**src/rtl/axioma_gpio_ext_pkg.sv**
```systemverilog
// Shared definitions for the AxiomaCore GPIO block: default I/O addresses,
// register-select types and the address-range overlap helper.
package axioma_gpio_ext_pkg;

    localparam int IO_PORT_BASE  = 'h23;
    localparam int IO_PCMSK_BASE = 'h6B;
    localparam int IO_PCICR_ADDR = 'h68;
    localparam int IO_PCIFR_ADDR = 'h3B;
    localparam int IO_DBEN_ADDR  = 'h70;

    typedef enum logic [2:0] {
        REG_NONE,
        REG_PIN,
        REG_DDR,
        REG_PORT,
        REG_PCMSK,
        REG_PCICR,
        REG_PCIFR,
        REG_DBEN
    } gpio_reg_e;

    typedef struct packed {
        gpio_reg_e  kind;
        logic [2:0] port;
    } gpio_sel_t;

    function automatic bit ranges_overlap(int a_lo, int a_n, int b_lo, int b_n);
        return (a_lo < b_lo + b_n) && (b_lo < a_lo + a_n);
    endfunction

endpackage

```
**src/rtl/axioma_gpio_ext_if.sv**
```systemverilog
// CPU I/O-space bus as seen by the GPIO block: address, write data/strobe,
// read enable and combinational read data.
interface axioma_gpio_ext_if #(
    parameter int ADDR_W = 8
) ();

    logic [ADDR_W-1:0] io_addr;
    logic [7:0]        io_data_in;
    logic              io_write;
    logic              io_read;
    logic [7:0]        io_data_out;

    modport master (
        output io_addr,
        output io_data_in,
        output io_write,
        output io_read,
        input  io_data_out
    );

    modport slave (
        input  io_addr,
        input  io_data_in,
        input  io_write,
        input  io_read,
        output io_data_out
    );

endinterface

```
**src/rtl/axioma_gpio_ext_sync_db.sv**
```systemverilog
// Per-port input conditioning: 2-flop synchroniser followed by an optional
// 3-sample debounce filter clocked by a shared sample tick.
module axioma_gpio_sync_db #(
    parameter int W = 8
) (
    input  logic         clk,
    input  logic         reset_n,
    input  logic [W-1:0] pin_in_i,
    input  logic         db_en_i,
    input  logic         tick_i,
    output logic [W-1:0] pin_val_o
);

    logic [W-1:0]   s1_q;
    logic [W-1:0]   s2_q;
    logic [W-1:0]   filt_q;
    logic [W-1:0]   filt_d;
    logic [3*W-1:0] sh_q;
    logic [3*W-1:0] sh_d;

    generate
        for (genvar gi = 0; gi < W; gi++) begin : g_pin
            logic [2:0] sh_nxt;
            logic       filt_nxt;

            // While the filter is off, its history shadows the synchroniser so
            // that turning it on never flips the reported level.
            always_comb begin
                sh_nxt   = sh_q[3*gi +: 3];
                filt_nxt = filt_q[gi];
                if (!db_en_i) begin
                    sh_nxt   = {3{s2_q[gi]}};
                    filt_nxt = s2_q[gi];
                end else if (tick_i) begin
                    sh_nxt = {sh_q[3*gi +: 2], s2_q[gi]};
                    if ((&sh_nxt) || (~|sh_nxt)) begin
                        filt_nxt = s2_q[gi];
                    end
                end
            end

            assign sh_d[3*gi +: 3] = sh_nxt;
            assign filt_d[gi]      = filt_nxt;
        end
    endgenerate

    always_ff @(posedge clk or negedge reset_n) begin
        if (!reset_n) begin
            s1_q   <= '0;
            s2_q   <= '0;
            filt_q <= '0;
            sh_q   <= '0;
        end else begin
            s1_q   <= pin_in_i;
            s2_q   <= s1_q;
            filt_q <= filt_d;
            sh_q   <= sh_d;
        end
    end

    assign pin_val_o = db_en_i ? filt_q : s2_q;

endmodule

```
**src/rtl/axioma_gpio_ext.sv**
```systemverilog
// AVR-style GPIO for the AxiomaCore-328 I/O space: PIN/DDR/PORT per port,
// debounced inputs, and masked pin-change interrupts (PCMSKn/PCICR/PCIFR).
module axioma_gpio_ext
    import axioma_gpio_ext_pkg::*;
#(
    parameter int NUM_PORTS  = 3,
    parameter int PORT_WIDTH = 8,
    parameter int ADDR_W     = 8,
    parameter int PORT_BASE  = IO_PORT_BASE,
    parameter int PCMSK_BASE = IO_PCMSK_BASE,
    parameter int PCICR_ADDR = IO_PCICR_ADDR,
    parameter int PCIFR_ADDR = IO_PCIFR_ADDR,
    parameter int DBEN_ADDR  = IO_DBEN_ADDR,
    parameter int DB_DIV     = 1000
) (
    input  logic                            clk,
    input  logic                            reset_n,
    axioma_gpio_ext_if.slave                bus,
    input  logic [NUM_PORTS*PORT_WIDTH-1:0] pin_in_i,
    output logic [NUM_PORTS*PORT_WIDTH-1:0] pin_out_o,
    output logic [NUM_PORTS*PORT_WIDTH-1:0] pin_oe_o,
    output logic [NUM_PORTS*PORT_WIDTH-1:0] pin_pullup_o,
    output logic [NUM_PORTS-1:0]            pcint_irq_o,
    input  logic [NUM_PORTS-1:0]            pcint_ack_i
);

    localparam int W     = PORT_WIDTH;
    localparam int CNT_W = (DB_DIV > 1) ? $clog2(DB_DIV) : 1;
    localparam logic [CNT_W-1:0] CNT_LAST = CNT_W'(DB_DIV - 1);

    generate
        if (NUM_PORTS < 1 || NUM_PORTS > 8 || PORT_WIDTH < 1 || PORT_WIDTH > 8 || DB_DIV < 1) begin : g_bad_param
            $error("axioma_gpio_ext: NUM_PORTS/PORT_WIDTH must be 1..8 and DB_DIV >= 1");
        end
        if (ranges_overlap(PORT_BASE, 3*NUM_PORTS, PCMSK_BASE, NUM_PORTS) ||
            ranges_overlap(PORT_BASE, 3*NUM_PORTS, PCICR_ADDR, 1) ||
            ranges_overlap(PORT_BASE, 3*NUM_PORTS, PCIFR_ADDR, 1) ||
            ranges_overlap(PORT_BASE, 3*NUM_PORTS, DBEN_ADDR, 1) ||
            ranges_overlap(PCMSK_BASE, NUM_PORTS, PCICR_ADDR, 1) ||
            ranges_overlap(PCMSK_BASE, NUM_PORTS, PCIFR_ADDR, 1) ||
            ranges_overlap(PCMSK_BASE, NUM_PORTS, DBEN_ADDR, 1) ||
            ranges_overlap(PCICR_ADDR, 1, PCIFR_ADDR, 1) ||
            ranges_overlap(PCICR_ADDR, 1, DBEN_ADDR, 1) ||
            ranges_overlap(PCIFR_ADDR, 1, DBEN_ADDR, 1)) begin : g_addr_overlap
            $error("axioma_gpio_ext: register address ranges overlap");
        end
    endgenerate

    gpio_sel_t              sel;
    logic [CNT_W-1:0]       tick_cnt_q;
    logic [CNT_W-1:0]       tick_cnt_d;
    logic                   tick;
    logic [NUM_PORTS-1:0]   pcicr_q, pcicr_d;
    logic [NUM_PORTS-1:0]   pcifr_q, pcifr_d;
    logic [NUM_PORTS-1:0]   dben_q, dben_d;
    logic [NUM_PORTS-1:0]   pc_event;
    logic [NUM_PORTS*8-1:0] rd_flat;
    logic [W-1:0]           wdata;
    logic [7:0]             rdata;

    assign wdata = bus.io_data_in[W-1:0];

    // Address decode
    always_comb begin
        sel = '{kind: REG_NONE, port: 3'd0};
        for (int p = 0; p < NUM_PORTS; p++) begin
            if (bus.io_addr == ADDR_W'(PORT_BASE + 3*p))     sel = '{kind: REG_PIN,   port: 3'(p)};
            if (bus.io_addr == ADDR_W'(PORT_BASE + 3*p + 1)) sel = '{kind: REG_DDR,   port: 3'(p)};
            if (bus.io_addr == ADDR_W'(PORT_BASE + 3*p + 2)) sel = '{kind: REG_PORT,  port: 3'(p)};
            if (bus.io_addr == ADDR_W'(PCMSK_BASE + p))      sel = '{kind: REG_PCMSK, port: 3'(p)};
        end
        if (bus.io_addr == ADDR_W'(PCICR_ADDR)) sel.kind = REG_PCICR;
        if (bus.io_addr == ADDR_W'(PCIFR_ADDR)) sel.kind = REG_PCIFR;
        if (bus.io_addr == ADDR_W'(DBEN_ADDR))  sel.kind = REG_DBEN;
    end

    assign tick       = (tick_cnt_q == CNT_LAST);
    assign tick_cnt_d = tick ? '0 : tick_cnt_q + 1'b1;

    generate
        for (genvar gi = 0; gi < NUM_PORTS; gi++) begin : g_port
            logic [W-1:0] ddr_q, ddr_d;
            logic [W-1:0] port_q, port_d;
            logic [W-1:0] pcmsk_q, pcmsk_d;
            logic [W-1:0] prev_q;
            logic [W-1:0] pin_val;
            logic [7:0]   rd_data;
            logic         hit;

            assign hit = (sel.port == 3'(gi));

            axioma_gpio_sync_db #(.W(W)) u_sync_db (
                .clk       (clk),
                .reset_n   (reset_n),
                .pin_in_i  (pin_in_i[gi*W +: W]),
                .db_en_i   (dben_q[gi]),
                .tick_i    (tick),
                .pin_val_o (pin_val)
            );

            // A write to PIN toggles the output latch instead of touching the input.
            always_comb begin
                ddr_d   = ddr_q;
                port_d  = port_q;
                pcmsk_d = pcmsk_q;
                if (bus.io_write && hit) begin
                    case (sel.kind)
                        REG_PIN:   port_d  = port_q ^ wdata;
                        REG_DDR:   ddr_d   = wdata;
                        REG_PORT:  port_d  = wdata;
                        REG_PCMSK: pcmsk_d = wdata;
                        default:   ;
                    endcase
                end
            end

            always_ff @(posedge clk or negedge reset_n) begin
                if (!reset_n) begin
                    ddr_q   <= '0;
                    port_q  <= '0;
                    pcmsk_q <= '0;
                    prev_q  <= '0;
                end else begin
                    ddr_q   <= ddr_d;
                    port_q  <= port_d;
                    pcmsk_q <= pcmsk_d;
                    prev_q  <= pin_val;
                end
            end

            // Mask is applied to the input change only, so PCMSK writes alone never flag.
            assign pc_event[gi] = |((pin_val ^ prev_q) & pcmsk_q);

            always_comb begin
                rd_data = 8'h00;
                if (hit) begin
                    case (sel.kind)
                        REG_PIN:   rd_data = 8'(pin_val);
                        REG_DDR:   rd_data = 8'(ddr_q);
                        REG_PORT:  rd_data = 8'(port_q);
                        REG_PCMSK: rd_data = 8'(pcmsk_q);
                        default:   rd_data = 8'h00;
                    endcase
                end
            end

            assign rd_flat[gi*8 +: 8]      = rd_data;
            assign pin_out_o[gi*W +: W]    = port_q;
            assign pin_oe_o[gi*W +: W]     = ddr_q;
            assign pin_pullup_o[gi*W +: W] = ~ddr_q & port_q;
        end
    endgenerate

    // Flag clears (W1C, ack) are applied first so a same-cycle event wins.
    always_comb begin
        pcicr_d = pcicr_q;
        dben_d  = dben_q;
        pcifr_d = pcifr_q;
        if (bus.io_write) begin
            case (sel.kind)
                REG_PCICR: pcicr_d = bus.io_data_in[NUM_PORTS-1:0];
                REG_DBEN:  dben_d  = bus.io_data_in[NUM_PORTS-1:0];
                REG_PCIFR: pcifr_d = pcifr_q & ~bus.io_data_in[NUM_PORTS-1:0];
                default:   ;
            endcase
        end
        pcifr_d = (pcifr_d & ~pcint_ack_i) | pc_event;
    end

    always_ff @(posedge clk or negedge reset_n) begin
        if (!reset_n) begin
            tick_cnt_q <= '0;
            pcicr_q    <= '0;
            pcifr_q    <= '0;
            dben_q     <= '0;
        end else begin
            tick_cnt_q <= tick_cnt_d;
            pcicr_q    <= pcicr_d;
            pcifr_q    <= pcifr_d;
            dben_q     <= dben_d;
        end
    end

    always_comb begin
        rdata = 8'h00;
        if (bus.io_read) begin
            case (sel.kind)
                REG_PCICR: rdata = 8'(pcicr_q);
                REG_PCIFR: rdata = 8'(pcifr_q);
                REG_DBEN:  rdata = 8'(dben_q);
                REG_PIN, REG_DDR, REG_PORT, REG_PCMSK: begin
                    for (int p = 0; p < NUM_PORTS; p++) begin
                        rdata = rdata | rd_flat[p*8 +: 8];
                    end
                end
                default:   rdata = 8'h00;
            endcase
        end
    end

    assign bus.io_data_out = rdata;
    assign pcint_irq_o     = pcifr_q & pcicr_q;

endmodule

```
**src/flat_wrapper.sv**
```systemverilog
// flat-port wrapper written by rule: the top's interface ports become plain ports
module axioma_gpio_ext_flat import axioma_gpio_ext_pkg::*;
#(
    parameter int NUM_PORTS  = 3,
    parameter int PORT_WIDTH = 8,
    parameter int ADDR_W     = 8,
    parameter int PORT_BASE  = IO_PORT_BASE,
    parameter int PCMSK_BASE = IO_PCMSK_BASE,
    parameter int PCICR_ADDR = IO_PCICR_ADDR,
    parameter int PCIFR_ADDR = IO_PCIFR_ADDR,
    parameter int DBEN_ADDR  = IO_DBEN_ADDR,
    parameter int DB_DIV     = 1000
)
  (clk, reset_n, pin_in_i, pin_out_o, pin_oe_o, pin_pullup_o, pcint_irq_o, pcint_ack_i, bus_io_addr, bus_io_data_in, bus_io_write, bus_io_read, bus_io_data_out);
  axioma_gpio_ext_if #(.ADDR_W(ADDR_W)) bus_i ();
  input  logic clk;
  input  logic reset_n;
  input  logic [NUM_PORTS*PORT_WIDTH-1:0] pin_in_i;
  output logic [NUM_PORTS*PORT_WIDTH-1:0] pin_out_o;
  output logic [NUM_PORTS*PORT_WIDTH-1:0] pin_oe_o;
  output logic [NUM_PORTS*PORT_WIDTH-1:0] pin_pullup_o;
  output logic [NUM_PORTS-1:0] pcint_irq_o;
  input  logic [NUM_PORTS-1:0] pcint_ack_i;
  input wire logic [$bits(bus_i.io_addr)-1:0] bus_io_addr;
  input wire logic [$bits(bus_i.io_data_in)-1:0] bus_io_data_in;
  input wire logic [$bits(bus_i.io_write)-1:0] bus_io_write;
  input wire logic [$bits(bus_i.io_read)-1:0] bus_io_read;
  output wire logic [$bits(bus_i.io_data_out)-1:0] bus_io_data_out;
  assign bus_i.io_addr = bus_io_addr;
  assign bus_i.io_data_in = bus_io_data_in;
  assign bus_i.io_write = bus_io_write;
  assign bus_i.io_read = bus_io_read;
  assign bus_io_data_out = bus_i.io_data_out;
  axioma_gpio_ext #(.NUM_PORTS(NUM_PORTS), .PORT_WIDTH(PORT_WIDTH), .ADDR_W(ADDR_W), .PORT_BASE(PORT_BASE), .PCMSK_BASE(PCMSK_BASE), .PCICR_ADDR(PCICR_ADDR), .PCIFR_ADDR(PCIFR_ADDR), .DBEN_ADDR(DBEN_ADDR), .DB_DIV(DB_DIV)) u_core (.clk(clk), .reset_n(reset_n), .bus(bus_i), .pin_in_i(pin_in_i), .pin_out_o(pin_out_o), .pin_oe_o(pin_oe_o), .pin_pullup_o(pin_pullup_o), .pcint_irq_o(pcint_irq_o), .pcint_ack_i(pcint_ack_i));
endmodule
```
**config.mk**
```make
export PLATFORM = sky130hd
export DESIGN_NAME = axioma_gpio_ext_flat
export DESIGN_NICKNAME = d
export VERILOG_FILES = /design/src/rtl/axioma_gpio_ext_pkg.sv /design/src/rtl/axioma_gpio_ext_if.sv /design/src/rtl/axioma_gpio_ext_sync_db.sv /design/src/rtl/axioma_gpio_ext.sv /design/src/flat_wrapper.sv
export SDC_FILE = /design/constraint.sdc
export NUM_CORES = 1
export LEC_CHECK = 0
export BUFFER_PORTS_ARGS = -buffer_cell sky130_fd_sc_hd__buf_2
export CAP_MARGIN = 20
export CORE_UTILIZATION = 50
export CTS_CLUSTER_DIAMETER = 40
export DETAILED_ROUTE_END_ITERATION = 7
export PLACE_DENSITY = 0.69
export SKIP_CTS_REPAIR_TIMING = 1
export SLEW_MARGIN = 20
export SYNTH_ARGS = -nofsm -noshare
export SYNTH_HDL_FRONTEND = slang
export SYNTH_SLANG_ARGS = --single-unit
```
**constraint.sdc**
```tcl
create_clock -name clk -period 2.9 [get_ports clk]
set_input_delay 0.435 -clock clk [delete_from_list [all_inputs] [get_ports clk]]
set_output_delay 0.435 -clock clk [all_outputs]
set_load 0.02 [all_outputs]
```
==> results.yml, run 1 <==
synth:
  synth-seq-area-share: 0.5241
  synthDistinctLibCells: 68
  synth_top_family_by_area: "compound AO/OA/AOI/OAI gates"
  syn_inst: 1068
  synth_fp_nets: 1116
  synthFlopType: "dfrtp_1"
  async_flop_share: 1.000
  yosys.area_share.simple: 0.1384
  synth_seq_cells: 235
  synth_edf_count: 0
  netlist_area_um2: 11220
  ys_warn_count: 0
  synth.avg_cell_area_um2: 10.51
  synth.area.mux_share: 0.1031
  synthAdderAreaFrac: 0.001115
  synth_compound_area_frac: 0.1721
  synth_xor_area_frac: 0.02498
critical_path:
  r2r.worst_path.cells: 6
  cp-startpoint: "bus_io_addr[4]"
  endpoint_kind: "output port"
  crit_fanout: 7
  reg2reg_slack_ps: 640
  r2r-start: "u_core.tick_cnt_q[4]"
  path_class: "in -> out"
  cp.arrival_ps: 2490
  critPathLaunchType: "input port"
  worstPathRequired_ps: 2470
detailed_routing:
  vias: 9261
  wl_per_cell_um: 20.30
  drt_iter0_drc: 733
  firstDrtPassIters: 5
  vias_per_cell: 5.971
  wl_um: 31480
  drc: 0
  ant_nets: 0
final_layout:
  area_delta_synth_final_pct: 25.48
  antenna_cells: 0
  drive_above_1_share: 0.3100
  layout.cells.non_filler: 1551
  finish.utilization: 0.6432
  num-nets-final: 1293
timing:
  fmax_mhz: 341.4
  fin_crit_sh: 1.010
  finalHoldViolCount: 0
  clock_skew_ps: 8.000
  slew_headroom: 0.4463
  setup_viol: 3
  hold-worst-slack_ps: 26.02
  rsz0062_at_grt: "yes"
  setup_slack_ps: -29.12
  drv_slew: 0
  tightest_slew_ps: 827.5
  fin_crit_ps: 2929
die:
  io_pins: 130
  initial_core_util: 0.5126
  core_um2: 21890
  rows: 54
  die_height_um: 151.8
  fp.dieArea_um2: 23040
  die_w_um: 151.8
power_and_ir_drop:
  peakVddDrop_mv: 0.5922
  leakage_nw: 6.518
  p_per_area_nw_per_um2: 643.3
grt:
  grt_usage: 0.2721
  grt_max_degree: 86
  antenna_found_initial: 1
  first_global_vias: 8680
  grt_overflow: 0
  grt_pass1_wl_um: 49300
job:
  drv_cap: 0
clock_tree:
  clk_pin_slew_ps: 60
  clkLatencyLatePin_ps: 510
  numCtsBuffers: 34
  htreeDepth: 2
  cts_tree: "built"
  cts_root_buf: "clkbuf_16"
  clkSinkCount: 235
  ctsLongestPathBuffers: 3
place:
  port_buffers: 129
  dp_cells: 1475
  dp_hpwl_um: 21770
  gp_congestion: 0.9405
hold_path:
  hold_depth: 1
  worstHoldStart: "pin_in_i[4]"
  hold_class: "in -> reg"
run_status:
  violations: "setup timing"
  status: "finished, violations left"
-- metrics by stage --
step	area, µm²	worst slack [ps]	setup TNS (ps)	power (mW)
floorplan	11220	58.61	0	4.106
global placement	12510	-17.13	-17.13	4.487
detailed placement	12510	-53.43	-53.43	4.499
CTS	13780	-320.7	-1873	9.115
global route	14080	-47.95	-176.6	9.381
finish	14080	-29.12	-41.35	9.057
-- routing by layer --
| metal | up-vias | global-route usage | wire (µm) |
|---|---|---|---|
| met3 | 79 | 0.04649 | 2320 |
| met1 | 4550 | 0.3827 | 13440 |
| met5 | - | 0 | 0 |
| met4 | 0 | 0.1105 | 1016 |
| li1 | 4255 | - | - |
| met2 | 377 | 0.4201 | 14710 |
-- flip-flops by register name (all words and copies together), names as in the netlist --
register,flops
u_core.g_port.pcmsk_q,24
u_core.g_port.u_sync_db.filt_q,24
u_core.g_port.prev_q,24
u_core.pcifr_q,3
u_core.g_port.port_q,24
u_core.g_port.ddr_q,24
u_core.g_port.u_sync_db.sh_q,48
u_core.g_port.u_sync_db.s2_q,24
u_core.g_port.u_sync_db.s1_q,24
u_core.dben_q,3
u_core.pcicr_q,3
u_core.tick_cnt_q,10
-- worst paths after layout --
check,to
max in group asynchronous,u_core.g_port[2].pcmsk_q[0]
min,u_core.g_port[0].u_sync_db.s1_q[4]
min reg2reg,u_core.g_port[2].u_sync_db.s2_q[4]
max reg2reg,u_core.g_port[2].u_sync_db.filt_q[0]
min in group asynchronous,u_core.tick_cnt_q[7]
max,bus_io_data_out[1]
-- layout make-up --
| type | count | area (µm²) |
|---|---|---|
| sequential | 235 | 5886 |
| tap | 280 | 350.3 |
| fill | 1742 | 7811 |
| multi-input combinational | 744 | 5045 |
| clock inverter | 24 | 386.6 |
| timing repair buffer | 203 | 1424 |
| inverter | 27 | 101.3 |
| clock buffer | 38 | 887.1 |
-- layout by cell type, fill, tap and decap left out, drive strengths merged, types with 3 or more instances in the layout --
cell type and count:
nand2b 7, a32o 4, mux2 93, nor2b 31
a211o 3, a221o 9, clkbuf 42, inv 33
a31oi 27, o31ai 3, nand2 120, a211oi 15
nor3 25, or3 5, xor2 22, a221oi 13
dfrtp 235, o21ai 55, o32ai 8, nor2 87
o311ai 11, nor3b 3, and3 9, nand4 13
o311a 4, nand3 15, buf 198, a21o 3
a22oi 11, mux2i 8, a21oi 77, bufinv 8
a22o 9, a222oi 4, and2 7, o32a 12
clkinv 8, xnor2 10
-- synth_stat cells (10+ instances only) --
cell type,number,share of area
dfrtp_1,235,0.52
nand2_1,119,0.040
nor2_1,86,0.029
mux2_2,85,0.085
a21oi_1,77,0.034
o21ai_0,53,0.024
clkbuf_1,32,0.011
nor2b_1,31,0.017
a31oi_1,27,0.015
nor3_1,25,0.011
inv_1,23,0.0077
xor2_1,22,0.017
buf_2,16,0.0071
nand3_1,14,0.0062
a211oi_1,13,0.0087
nand4_1,12,0.0067
o32a_1,12,0.011
a22oi_1,11,0.0074
o311ai_0,11,0.0086
xnor2_1,10,0.0078
-- critical path, stage by stage --
cell and delay, ps:
buf_6 90, or3b_4 410, buf_6 150, a211oi_4 350, buf_12 170, a221o_1 150, a211oi_2 70, o31ai_1 360
buf_4 190, buf_6 110
-- report_power, final --
group	total [mW]	internal [mW]	switching, mW
sequential	3.65	3.46	0.195
combinational	0.828	0.343	0.485
clock	4.58	2.98	1.59
total	9.06	6.78	2.27
-- kinds of logic after synthesis --
kind of cell | Yosys count
flops | 235
compound gates | 278
mux | 101
simple gates | 331
buf+inv | 90
xor+xnor | 32
fa+ha+maj | 1
(Power assumes the default switching activity.)
==> run 2: changes to the inputs <==
CTS_BUF_LIST = sky130_fd_sc_hd__clkbuf_2   (was not set)
REMOVE_ABC_BUFFERS = 1   (was not set)
==> run 2 against run 1 <==
Compared with the run above: the flow still finishes with violations (setup timing); final area shrank 1.8%; via count grew 3.0%; die area is the same; fmax shrank 5.6%; sequential power is essentially flat; highest routed layer unchanged; non-clock buffer count grew 51; clock skew grew 41 ps; final cell count grew 5.9%.
==> results.yml, run 2 (synthesized netlist as in run 1, its figures left out) <==
detailed_routing:
  ant_nets: 0
  vias_per_cell: 5.811
  vias: 9542
  wl_per_cell_um: 19.58
  drt_iter0_drc: 659
  firstDrtPassIters: 5
  drc: 0
  wl_um: 32140
place:
  dp_cells: 1488
  port_buffers: 129
  dp_hpwl_um: 22310
  gp_congestion: 1.002
timing:
  slew_headroom: 0.4386
  fin_crit_sh: 1.070
  setup_tns_ps: -1304
  fmax_mhz: 322.3
  fin_crit_ps: 3103
  setup_viol: 8
  finalHoldViolCount: 0
  tightest_slew_ps: 839.0
  clock_skew_ps: 48.56
  drv_slew: 0
  hold-worst-slack_ps: 40.24
  rsz0062_at_grt: "yes"
  setup_slack_ps: -202.7
clock_tree:
  cts_tree: "built"
  clkLatencyLatePin_ps: 850
  htreeDepth: 2
  cts_root_buf: "clkbuf_2"
  ctsLongestPathBuffers: 3
  clk_pin_slew_ps: 120
  clkSinkCount: 235
  numCtsBuffers: 58
final_layout:
  multi_input_area_um2: 5139
  ff_latch_area_um2: 5887
  final_common_cell: "dfrtp_1"
  layout.cells.non_filler: 1642
  fillers: 1899
  drive_above_1_share: 0.3328
  regMostFlops: "u_core.g_port.u_sync_db.sh_q"
  largest_reg_flops: 48
  area_delta_synth_final_pct: 23.20
  most-common-layout-cells: "dfrtp_1, buf_2, nand2_1"
  num-nets-final: 1367
die:
  io_pins: 130
  initial_core_util: 0.5126
  fp.dieArea_um2: 23040
  rows: 54
  die_w_um: 151.8
  core_um2: 21890
  die_height_um: 151.8
critical_path:
  endpoint_kind: "output port"
  critPathLaunchType: "flop"
  crit_fanout: 8
  cp_top_family: "compound AO/OA/AOI/OAI gates"
  path_class: "reg -> out"
  cp.arrival_ps: 2670
  crit_chain: "mux2_4, a22o_1, nand2_1, a21oi_1, a221o_1, buf_2"
  crit_path_top_delay_cell: "dfrtp_2"
  max_stage_delay_ps: 520
  worst-path-buf-inv: 1
  worstPathRequired_ps: 2470
grt:
  grt_usage: 0.2735
  antenna_found_initial: 1
  grt_overflow: 0
  first_global_vias: 8917
  grt_pass1_wl_um: 49620
  grt_max_degree: 95
power_and_ir_drop:
  leakage_nw: 6.526
  peakVddDrop_mv: 0.3684
  p_per_area_nw_per_um2: 491.7
  fin_total_pwr_mw: 6.798
hold_path:
  hold_class: "in -> reg"
run_status:
  status: "finished, violations left"
  violations: "setup timing"
job:
  drv_cap: 0
## run 2: cell types whose count changed in the layout (fill, tap and decap cells not counted), moves of 4 or more
cell / before / now
clkbuf_2: 0 / 84
clkbuf_16: 38 / 0
dlygate4sd3_1: 1 / 32
buf_4: 56 / 84
clkinv_1: 3 / 16
mux2_2: 84 / 74
mux2_4: 9 / 19
bufinv_16: 8 / 2
buf_12: 11 / 6
inv_8: 5 / 0
buf_2: 126 / 122
## run 2: per-layer routing
layer | up-vias | track usage | part of all wire
li1 | 4426 | - | -
met1 | 4695 | 0.3938 | 0.44
met2 | 360 | 0.4165 | 0.46
met3 | 61 | 0.05676 | 0.074
met4 | 0 | 0.08333 | 0.025
met5 | - | 0 | 0
## run 2: through the flow
| stage | instance area [µm²] | setup slack [ps] | util |
|---|---|---|---|
| floorplan | 10920 | -3277 | - |
| global placement | 12530 | -10.21 | 0.5725 |
| detailed placement | 12530 | -21.80 | 0.5725 |
| CTS | 13080 | -612.6 | 0.5975 |
| global route | 13820 | -346.0 | 0.6315 |
| finish | 13820 | -202.7 | 0.6315 |
## run 2: final cells by class
type | instances | area share
diodes | 1 | 0.0001810
flip-flops and latches | 235 | 0.4258
clock buffers | 84 | 0.03041
inverters | 27 | 0.007331
clock inverters | 18 | 0.009141
repair buffers | 254 | 0.1301
well taps | 280 | 0.02534
multi-input cells | 743 | 0.3717
## run 2: worst paths after layout
check | start | to | slack, ps | cells past startpoint
max in group asynchronous | reset_n | u_core.tick_cnt_q[0] | 1820 | 3
worst min register to register | u_core.g_port[0].u_sync_db.s1_q[0] | u_core.g_port[0].u_sync_db.s2_q[0] | 350 | 0
min in group asynchronous | reset_n | u_core.g_port[1].u_sync_db.s2_q[4] | 200 | 2
worst max register to register | u_core.dben_q[2] | u_core.g_port[2].u_sync_db.sh_q[3] | 610 | 7
worst max-delay path | u_core.dben_q[2] | bus_io_data_out[0] | -200 | 6
worst min-delay path | bus_io_data_in[7] | u_core.g_port[1].port_q[7] | 40 | 3
## run 2: worst register-to-register path, delay by kind of cell (launching register included)
family | cells | cell delay, ps
buffers and inverters | 5 | 620
DFF | 1 | 520
muxes | 1 | 410
and+or+nand+nor | 1 | 610
## run 2: power by group
part | total, mW | switching, mW | leakage (nW) | internal, mW
combinational | 0.888 | 0.498 | 3.19 | 0.389
clock | 2.26 | 1.30 | 0.410 | 0.959
sequential | 3.65 | 0.200 | 2.93 | 3.45
==> run 3: changes to the inputs <==
RECOVER_POWER = 25   (was not set)
==> run 3 against run 2 <==
Compared with the run above: the run ends with capacitance limit, slew limit, setup timing left; clock power hardly changed; combinational power hardly changed; die area stayed put; non-clock buffer count stayed put.
==> results.yml, run 3 (synthesized netlist as in run 1, its figures left out) <==
detailed_routing:
  ant_nets: 0
  vias_per_cell: 5.806
  drc: 0
  vias: 9533
  firstDrtPassIters: 5
  wl_um: 32180
  drt_iter0_drc: 657
  wl_per_cell_um: 19.60
hold_path:
  hold_depth: 3
  holdPathEnd: "u_core.g_port[1].port_q[7]"
  hold_class: "in -> reg"
  worstHoldStart: "bus_io_data_in[7]"
grt:
  grt_overflow: 0
  antenna_found_initial: 1
  grt_usage: 0.2735
  first_global_vias: 8917
  grt_max_degree: 95
  grt_pass1_wl_um: 49620
critical_path:
  critPathLaunchType: "flop"
  path_class: "reg -> out"
  r2r.worst_path.cells: 7
  max_stage_delay_ps: 520
  r2r_end: "u_core.g_port[2].u_sync_db.sh_q[3]"
  r2r-start: "u_core.dben_q[2]"
  reg2reg_slack_ps: 610
  crit_path_top_delay_cell: "dfrtp_2"
  cp.arrival_ps: 2680
  crit_fanout: 8
  endpoint_kind: "output port"
  worstPathRequired_ps: 2470
  crit_chain: "mux2_4, a22o_1, nand2_1, a21oi_1, a221o_1, buf_2"
place:
  gp_congestion: 1.002
  port_buffers: 129
  dp_hpwl_um: 22310
clock_tree:
  clkLatencyLatePin_ps: 850
  cts_tree: "built"
  ctsLongestPathBuffers: 3
  cts_root_buf: "clkbuf_2"
  numCtsBuffers: 58
  clkSinkCount: 235
  htreeDepth: 2
  clk_pin_slew_ps: 120
final_layout:
  ff_latch_area_um2: 5887
  largest_reg_flops: 48
  finish.utilization: 0.6311
  drive_above_1_share: 0.3328
  multi_input_area_um2: 5139
  fillers: 1900
  area_delta_synth_final_pct: 23.12
  num-nets-final: 1367
  final_common_cell: "dfrtp_1"
  regMostFlops: "u_core.g_port.u_sync_db.sh_q"
  most-common-layout-cells: "dfrtp_1, buf_2, nand2_1"
power_and_ir_drop:
  p_per_area_nw_per_um2: 491.9
  p_int_mw: 4.795
  seqPwrFrac: 0.537
  pwr-share-comb: 0.130
  sw_frac_of_total: 0.2943
  power.share.clock: 0.333
  peakVddDrop_mv: 0.3684
  power_switching_mw: 2.000
  leakage_nw: 6.522
timing:
  drv_slew: 94
  finalHoldViolCount: 0
  slew_headroom: -0.6144
  hold-worst-slack_ps: 41.80
  setup_slack_ps: -215.0
  tightest_slew_ps: 2422
  setup_viol: 8
  fmax_mhz: 321.0
  fin_crit_ps: 3115
  clock_skew_ps: 48.52
  fin_crit_sh: 1.074
  rsz0062_at_grt: "yes"
run_status:
  status: "finished, violations left"
  violations: "capacitance limit, slew limit, setup timing"
die:
  die_height_um: 151.8
  fp.dieArea_um2: 23040
  io_pins: 130
  rows: 54
  die_w_um: 151.8
  core_um2: 21890
  initial_core_util: 0.5126
job:
  drv_cap: 1
## run 3: cell types whose count changed in the layout (fill, tap and decap cells not counted), sizes merged
cell and delta:
buf -1, clkbuf +1
## run 3: critical path: cells and delay by family, from the launching register on
kind,cells,cell delay (ps)
AOI/OAI and AO/OA,3,710
buffers and inverters,1,170
DFF,1,520
muxes,1,360
and+or+nand+nor,1,80
## run 3: power by group through the flow
| stage | Combinational (mW) | Sequential, mW | Clock (mW) |
|---|---|---|---|
| finish | 0.886 | 3.65 | 2.26 |
| global route | 0.966 | 3.67 | 2.52 |
| CTS | 0.801 | 3.64 | 2.35 |
| detailed placement | 0.797 | 3.70 | 0 |
| global placement | 0.786 | 3.70 | 0 |
| floorplan | 0.381 | 3.69 | 0 |
## run 3: final cells by class
cell class / count / area share
Sequential cell: 235 / 0.4261
Inverter: 27 / 0.007336
Clock buffer: 84 / 0.03043
Tap cell: 280 / 0.02536
Antenna cell: 1 / 0.0001811
Multi-Input combinational cell: 743 / 0.3720
Clock inverter: 18 / 0.009148
Timing Repair Buffer: 254 / 0.1294
## run 3: routing by layer
metal,routed length [µm],GRT usage,up-vias,share of wire
met5,0,0,-,0
met4,766,0.08333,0,0.024
met3,2437,0.05676,57,0.076
met2,14840,0.4165,378,0.46
met1,14130,0.3938,4674,0.44
li1,-,-,4424,-
## run 3: worst max-delay path by stage
stage / from / endpoint / slack, ps / cells after the start
detailed placement: bus_io_addr[2] / bus_io_data_out[7] / -20 / 8
finish: u_core.dben_q[2] / bus_io_data_out[0] / -210 / 6
floorplan: u_core.tick_cnt_q[4] / u_core.g_port[0].u_sync_db.sh_q[0] / -3280 / 4
global route: u_core.dben_q[0] / bus_io_data_out[0] / -350 / 6
global placement: bus_io_addr[7] / bus_io_data_out[7] / -10 / 9
CTS: u_core.dben_q[1] / bus_io_data_out[0] / -610 / 7
## run 3: through the flow
stage	setup TNS (ps)	power, mW	cells	area (µm²)	setup WS [ps]
after global routing	-2571	7.157	1642	13810	-346.0
after CTS	-4281	6.788	1590	13080	-612.6
after global placement	-10.21	4.487	1488	12530	-10.21
final	-1337	6.796	1642	13810	-215.0
after detailed placement	-21.80	4.501	1488	12530	-21.80
after floorplan	-205810	4.067	1005	10920	-3277
